### config.mk
export PLATFORM = sky130hd
export DESIGN_NAME = pc_fetch_ctrl
export DESIGN_NICKNAME = d
export VERILOG_FILES = /design/src/rtl/fetch_pkg.sv /design/src/rtl/fetch_skid_buf.sv /design/src/rtl/pc_fetch_ctrl.sv
export SDC_FILE = /design/constraint.sdc
export NUM_CORES = 1
export LEC_CHECK = 0
export CORE_ASPECT_RATIO = 1.75
export CORE_MARGIN = 2
export CORE_UTILIZATION = 55
export DETAILED_ROUTE_END_ITERATION = 8
export DONT_BUFFER_PORTS = 1
export PLACE_DENSITY = 0.7
export SLEW_MARGIN = 30
export SYNTH_ARGS = -nofsm -noshare
export SYNTH_HDL_FRONTEND = slang
export SYNTH_HIERARCHICAL = 1
export SYNTH_SLANG_ARGS = --single-unit
export TNS_END_PERCENT = 1
### constraint.sdc
create_clock -name clk -period 7.2 [get_ports clk]
set_input_delay 1.44 -clock clk [delete_from_list [all_inputs] [get_ports clk]]
set_output_delay 1.44 -clock clk [all_outputs]
set_load 0.1 [all_outputs]
### src/rtl/fetch_pkg.sv
// Shared types and constants for the instruction-fetch sequencer.
package fetch_pkg;

    typedef enum logic [1:0] {BOOT, FETCH, WAIT, HOLD} fetch_state_t;

    typedef enum logic [1:0] {REDIR_NONE, REDIR_JMP, REDIR_BR, REDIR_EXC} redir_src_t;

    typedef struct packed {
        logic [31:0] inst;
        logic [31:0] pc;
        logic        adel;
    } fetch_entry_t;

    localparam logic [31:0] INST_BYTES   = 32'd4;
    localparam logic [31:0] DEF_RESET_PC = 32'h0000_0000;
    localparam logic [31:0] DEF_EXC_VEC  = 32'h0000_0380;

    function automatic logic [31:0] next_pc(input logic [31:0] p);
        return p + INST_BYTES;
    endfunction

endpackage

### src/rtl/fetch_skid_buf.sv
// Single-entry holding buffer for a fetched slot that arrived while downstream was stalled.
module fetch_skid_buf
    import fetch_pkg::*;
(
    input  logic         clk,
    input  logic         rst,
    input  logic         load,
    input  logic         unload,
    input  logic         clear,
    input  fetch_entry_t wr_ent,
    output logic         full,
    output fetch_entry_t rd_ent
);

    always_ff @(posedge clk or posedge rst) begin
        if (rst) begin
            full   <= 1'b0;
            rd_ent <= '0;
        end else if (clear) begin
            full <= 1'b0;
        end else if (load) begin
            full   <= 1'b1;
            rd_ent <= wr_ent;
        end else if (unload) begin
            full <= 1'b0;
        end
    end

endmodule

### src/rtl/pc_fetch_ctrl.sv
// PC owner and imem request/ack sequencer with skid buffer, redirect squash and registered IF output.
// Define MISALIGN_CHK_EN to fetch misaligned redirect targets as address-error slots on if_adel.
module pc_fetch_ctrl
    import fetch_pkg::*;
#(
    parameter logic [31:0] RESET_PC = DEF_RESET_PC,
    parameter logic [31:0] EXC_VEC  = DEF_EXC_VEC
) (
    input  logic        clk,
    input  logic        rst,
    input  logic        stall,
    input  logic        exc,
    input  logic        br_taken,
    input  logic [31:0] br_target,
    input  logic        jmp,
    input  logic [31:0] jmp_target,
    output logic        imem_req,
    output logic [31:0] imem_addr,
    input  logic        imem_ack,
    input  logic [31:0] imem_rdata,
    output logic        if_valid,
    output logic [31:0] if_inst,
    output logic [31:0] if_pc,
`ifdef MISALIGN_CHK_EN
    output logic        if_adel,
`endif
    output logic [31:0] pc
);

    fetch_state_t state, state_nxt;
    redir_src_t   src;
    logic [31:0]  tgt, pc_nxt;
    logic         redir, squash, squash_nxt, misalign;
    logic         dlv, buf_load, buf_unload, buf_clear, buf_full, if_vld;
    fetch_entry_t dlv_ent, buf_ent, if_ent;

    always_comb begin
        if (exc)           src = REDIR_EXC;
        else if (br_taken) src = REDIR_BR;
        else if (jmp)      src = REDIR_JMP;
        else               src = REDIR_NONE;
        redir = (src != REDIR_NONE);
        case (src)
            REDIR_EXC: tgt = EXC_VEC;
            REDIR_BR:  tgt = br_target;
            default:   tgt = jmp_target;
        endcase
`ifndef MISALIGN_CHK_EN
        tgt[1:0] = 2'b00;
`endif
    end

`ifdef MISALIGN_CHK_EN
    assign misalign = (pc[1:0] != 2'b00);
`else
    assign misalign = 1'b0;
`endif

    always_comb begin
        state_nxt  = state;
        pc_nxt     = pc;
        squash_nxt = squash;
        imem_req   = 1'b0;
        dlv        = 1'b0;
        dlv_ent    = '{inst: imem_rdata, pc: pc, adel: 1'b0};
        buf_load   = 1'b0;
        buf_unload = 1'b0;
        buf_clear  = 1'b0;
        case (state)
            BOOT: state_nxt = FETCH;
            FETCH: begin
                imem_req = !stall && !misalign;
                if (misalign && !stall) begin
                    // misaligned slot never touches memory; it is delivered as an address error
                    dlv     = 1'b1;
                    dlv_ent = '{inst: 32'h0, pc: pc, adel: 1'b1};
                    pc_nxt  = next_pc(pc);
                end else if (imem_req) begin
                    if (imem_ack) begin
                        dlv    = 1'b1;
                        pc_nxt = next_pc(pc);
                    end else begin
                        state_nxt = WAIT;
                    end
                end
            end
            WAIT: begin
                imem_req = 1'b1;
                if (imem_ack) begin
                    if (squash) begin
                        squash_nxt = 1'b0;
                        state_nxt  = FETCH;
                    end else if (!stall) begin
                        dlv       = 1'b1;
                        pc_nxt    = next_pc(pc);
                        state_nxt = FETCH;
                    end else begin
                        buf_load  = 1'b1;
                        pc_nxt    = next_pc(pc);
                        state_nxt = HOLD;
                    end
                end
            end
            HOLD: begin
                if (!stall) begin
                    buf_unload = buf_full;
                    state_nxt  = FETCH;
                end
            end
            default: state_nxt = BOOT;
        endcase
        if (redir) begin
            pc_nxt     = tgt;
            dlv        = 1'b0;
            buf_load   = 1'b0;
            buf_unload = 1'b0;
            buf_clear  = 1'b1;
            // an issued request that has not been acked must still complete; its data is squashed
            if ((state == WAIT || (state == FETCH && imem_req)) && !imem_ack) begin
                state_nxt  = WAIT;
                squash_nxt = 1'b1;
            end else begin
                state_nxt  = FETCH;
                squash_nxt = 1'b0;
            end
        end
    end

    fetch_skid_buf u_skid (
        .clk    (clk),
        .rst    (rst),
        .load   (buf_load),
        .unload (buf_unload),
        .clear  (buf_clear),
        .wr_ent (dlv_ent),
        .full   (buf_full),
        .rd_ent (buf_ent)
    );

    always_ff @(posedge clk or posedge rst) begin
        if (rst) begin
            state  <= BOOT;
            pc     <= RESET_PC;
            squash <= 1'b0;
            if_vld <= 1'b0;
            if_ent <= '0;
        end else begin
            state  <= state_nxt;
            pc     <= pc_nxt;
            squash <= squash_nxt;
            if (dlv) begin
                if_vld <= 1'b1;
                if_ent <= dlv_ent;
            end else if (buf_unload) begin
                if_vld <= 1'b1;
                if_ent <= buf_ent;
            end else if (redir || !stall) begin
                if_vld <= 1'b0;
            end
        end
    end

    assign imem_addr = pc;
    assign if_valid  = if_vld;
    assign if_inst   = if_ent.inst;
    assign if_pc     = if_ent.pc;
`ifdef MISALIGN_CHK_EN
    assign if_adel   = if_ent.adel;
`else
    logic adel_unused;
    assign adel_unused = if_ent.adel;
`endif

endmodule
# Word level (Yosys, flattened, before mapping)

Index checks and enable logic that the tools add are counted.

Flip-flop bits (word level): 165
Input bits: 103
Word-level logic and storage cells: 88

Add/sub/neg operators: 1
Eq/ne operators: 11
Muxes and demuxes: 48
Bitwise gates (word level): 1
Reductions and logical operators: 18

Operators with widths:

| kind                                                                   | number |
|---|---|
| 32-bit 2-to-1 mux                                                      | 5 |
| 65-bit 2-to-1 mux                                                      | 2 |
| 32-bit case mux with 2 select lines                                    | 2 |
| 32-bit by 3-bit adder with 32-bit output (second input constant)       | 1 |
| 1-bit 2-to-1 mux                                                       | 26 |
| 2-bit 2-to-1 mux                                                       | 10 |
| 3-bit inequality test (second input constant)                          | 6 |
| 3-bit nonzero test                                                     | 3 |
| 2-bit equality test (second input constant)                            | 4 |
| 2-bit case mux with 4 select lines                                     | 1 |
| 2-bit nonzero test                                                     | 4 |
| 5-bit AND reduction                                                    | 1 |
| 1-bit case mux with 2 select lines                                     | 2 |
| 2-bit AND reduction                                                    | 2 |
| 4-bit AND reduction                                                    | 1 |
| 2-bit by 1-bit equality test with 1-bit output (second input constant) | 1 |
| 1-bit logical AND                                                      | 2 |
| 1-bit zero test                                                        | 2 |
| 2-bit zero test                                                        | 1 |
| 1-bit logical OR                                                       | 2 |
| 1-bit NOT                                                              | 1 |

# Longest topological paths before layout

Word-level depth: 8
Mapped depth: 9
Mapped depth without buffers: 7

# By module

Netlist, hierarchy kept.

Modules (own cells, without submodules):

| module         | instances | cells each | area an instance (um^2) | sequential area each (um^2) |
|---|---|---|---|---|
| pc_fetch_ctrl  | 1         | 678        | 5576.6                  | 2452.4 |
| fetch_skid_buf | 1         | 143        | 2731.4                  | 1651.6 |

# Least setup slack after synthesis

No wires, ideal clock.

Path kind: input-to-output
From: in stall
To: out imem_req
Arrival time: 2.800 ns
Path slack: 2.960 ns
Stages: 3
Buffers on the path: 0
Cells stage by stage: inv_1 -> a21oi_1 -> nor2_1

Word-level cells in the longest chain between the ends: 2

Ends and longest elaborated chain:

| what                               | line                | source |
|---|---|---|
| start, declared                    | pc_fetch_ctrl.sv:11 | `input logic stall,` |
| 1-bit zero test                    | pc_fetch_ctrl.sv:72 | `imem_req = !stall && !misalign;` |
| 1-bit case mux with 2 select lines | pc_fetch_ctrl.sv:69 | `case (state)` |
| end, declared                      | pc_fetch_ctrl.sv:17 | `output logic imem_req,` |

Every way passes these cells.

# Worst setup path in the final report

From: in jmp
To: reg u_skid/rd_ent[20] (netlist bit)

Word-level cells in the longest chain between the ends: 7
Elaborated cells on any way between the ends: 8
Classes of those cells: mux (5); bitwise (1); reduce/logical (2)

Ends and longest elaborated chain:

| what                                   | line                 | source |
|---|---|---|
| start, declared                        | pc_fetch_ctrl.sv:15  | `input logic jmp,` |
| 1-bit 2-to-1 mux *                     | pc_fetch_ctrl.sv:40  | `else if (jmp) src = REDIR_JMP;` |
| 2-bit 2-to-1 mux *                     | pc_fetch_ctrl.sv:39  | `else if (br_taken) src = REDIR_BR;` |
| 2-bit 2-to-1 mux *                     | pc_fetch_ctrl.sv:38  | `if (exc) src = REDIR_EXC;` |
| 2-bit nonzero test *                   | pc_fetch_ctrl.sv:42  | `redir = (src != REDIR_NONE);` |
| 1-bit 2-to-1 mux                       | pc_fetch_ctrl.sv:112 | `if (redir) begin` |
| 1-bit NOT (no source line)             | n/a                  |  |
| 2-bit AND reduction (no source line) * | n/a                  |  |
| end signal, assigned                   | fetch_skid_buf.sv:23 | `rd_ent <= wr_ent;` |
| end, declared                          | fetch_skid_buf.sv:12 | `output fetch_entry_t rd_ent` |

Every way passes the cells marked *; elsewhere a longest branch is shown, timed or not.
A chain may end at the register's enable or synchronous reset.

==> impl_metrics.py <==
metrics = {
    "run_status": {
        "status": "completed",
    },
    "final_layout": {
        "antenna_cells": 0,
        "finalNetCount": 885,
        "fill_cells": 1241,
        "area_growth_pct": 6.70,
        "layout-drive-gt1-share_pct": 20.0,
    },
    "timing": {
        "hold_viol": 0,
        "setup_viol": 0,
        "fin_crit_sh_pct": 59.0,
        "tightest_slew_ns": 1.03,
        "slew_headroom_pct": 31.2,
        "max_freq_mhz": 235,
        "fin_crit_ns": 4.25,
        "tns_ns": 0,
        "rsz0062_at_grt": "no",
        "finalMaxSlewViolations": 0,
        "skew_ns": 0.00942,
    },
    "floorplan": {
        "dieArea_um2": 16100,
        "ios": 233,
        "die_w_um": 96.7,
        "row_count": 59,
        "initial_utilization_pct": 56.0,
        "core_area_um2": 14800,
        "die_h_um": 166,
    },
    "run": {
        "drv_cap": 0,
    },
    "critical_path": {
        "cp.required_ns": 7.49,
        "crit_chain": "nor3_4 > inv_2 > nor2b_4 > buf_4 > mux2_2",
        "start_kind": "primary input",
        "slowest_stage": "nor2b_4",
        "endpoint_kind": "flop",
        "path_max_fanout": 39,
        "slowest_delay_ns": 0.86,
        "worstPathArrival_ns": 4.54,
        "crit_type": "primary input to flop",
    },
    "clocking": {
        "numCtsBuffers": 17,
        "htree_num_levels": 4,
        "insertion_delay_ns": 0.41,
        "post_cts_buffers": 0,
        "ctsRootBufferMaster": "clkbuf_16",
        "cts_tree": "yes",
        "cts_hold_buffers": 0,
        "cts_buffer_depth": 2,
        "clock-sinks": 163,
        "clkTransAtPathRegs_ns": 0.06,
        "postCtsResizedCells": 0,
    },
    "routing": {
        "vias": 6181,
        "first_pass_iters": 5,
        "ant_nets": 0,
        "detail_route.wirelength_um": 21400,
        "route.detailed.drc": 0,
        "drt_iter0_markers": 430,
        "wl_per_cell_um": 22.0,
        "via_per_inst": 6.36,
    },
    "grt": {
        "busiest_layer": "met2",
        "grtUsageMet3_pct": 6.40,
        "grt-ovfl-total": 0,
        "grt_max_degree": 67,
        "met2_usage_pct": 45.4,
        "use_met1_pct": 31.5,
        "grt_pass1_vias": 6349,
        "antenna_found_initial": 0,
        "grt_pass1_wl_um": 34700,
        "grt_usage_pct": 26.7,
    },
    "synthesis": {
        "ys_warn_count": 6,
        "syn_inst": 819,
        "syn_area_um2": 8270,
        "synth.avg_cell_area_um2": 10.1,
    },
    "pwr": {
        "power_mw": 4.07,
        "irDropWorstVdd_mv": 0.199,
        "powerDensity_nw_per_um2": 462,
        "total_leakage_power_nw": 3.94,
    },
    "placement": {
        "gp_congestion": 0.885,
        "io_buffers": 0,
        "hpwl_um": 14400,
    },
    "min_path": {
        "hp-class": "flop to flop",
    },
}
-- path summary, 6_finish.rpt --
kind                                           to  slack, ns  cells after the start         startpoint
worst max-delay path            u_skid/rd_ent[20]       2.95                      5                jmp
worst min-delay path            u_skid/rd_ent[17]       0.51                      1  u_skid/rd_ent[17]
worst max register to register  u_skid/rd_ent[20]       3.92                      7           state[0]
worst min register to register  u_skid/rd_ent[17]       0.51                      1  u_skid/rd_ent[17]
max in group asynchronous           imem_addr[19]       4.95                      2                rst
min in group asynchronous              if_inst[8]       0.92                      1                rst
-- metal layers --
metal  vias to the layer above  share of wire [%]
met5                         -                  0
met4                         0                3.7
met3                        57                6.7
met2                       283                 52
met1                      3096                 38
li1                       2745                  -
-- cell type report --
| cell class | count | area (um2) | area share, % |
|---|---|---|---|
| timing repair buffer | 20 | 221 | 2.51 |
| clock inverter | 14 | 129 | 1.46 |
| tap | 183 | 229 | 2.60 |
| sequential | 163 | 4160 | 47.2 |
| inverter | 15 | 61.3 | 0.695 |
| clock buffer | 18 | 429 | 4.86 |
| multi-input combinational | 559 | 3590 | 40.7 |
-- critical path: cells and delay by family --
kind	cells	cell delay (ns)
and+or+nand+nor	2	1.47
muxes	1	0.41
buffers and inverters	2	1.13
-- where the power goes --
part	internal [mW]	switching (mW)	leakage [nW]
logic	0.171	0.269	1.61
registers	1.08	1.68	2.07
clock network	0.481	0.386	0.261
total	1.74	2.34	3.94
-- registers in the layout, summed over array words and instances, names as in the netlist --
| register | flops |
|---|---|
| imem_addr | 30 |
| squash | 1 |
| u_skid/full | 1 |
| if_pc | 32 |
| if_valid | 1 |
| u_skid/rd_ent | 64 |
| if_inst | 32 |
| state | 2 |
-- layout by cell type (no fill, tap or decap), types with 3 or more instances in the layout --
master        n
a21o_1        3
a21oi_1      16
a221oi_1      3
a22o_1        5
a22oi_1      15
a31oi_1      65
and2_1        6
and3_1        3
and4_1        5
buf_12        5
buf_4        11
clkbuf_16    17
clkinv_2      3
clkinvlp_4    5
conb_1        6
dfrtp_1     133
dfrtp_2      11
dfrtp_4      19
ha_1          6
inv_1        11
inv_6         4
mux2_2       15
mux2_4       49
nand2_1     152
nand3_1      11
nand4_1       7
nor2_1       85
nor2b_1       3
nor3_1        6
nor4_1        6
o21ai_0      15
o22ai_1      15
o2bb2ai_1     4
o31ai_1       5
o41ai_1       3
xnor2_1       9
xor2_1        4
-- per-stage QoR --
| stage | area [um2] | hold WS [ns] | utilization, % | instances | setup slack [ns] |
|---|---|---|---|---|---|
| floorplan | 8290 | 0.480 | - | 824 | 2.96 |
| global placement | 8070 | 0.489 | 54.7 | 931 | 2.61 |
| detailed placement | 8210 | 0.492 | 55.6 | 937 | 2.54 |
| CTS | 8770 | 0.509 | 59.4 | 969 | 2.98 |
| global route | 8820 | 0.523 | 59.8 | 972 | 2.79 |
| finish | 8820 | 0.507 | 59.8 | 972 | 2.95 |
No activity file was read; power rests on OpenSTA's default activity.
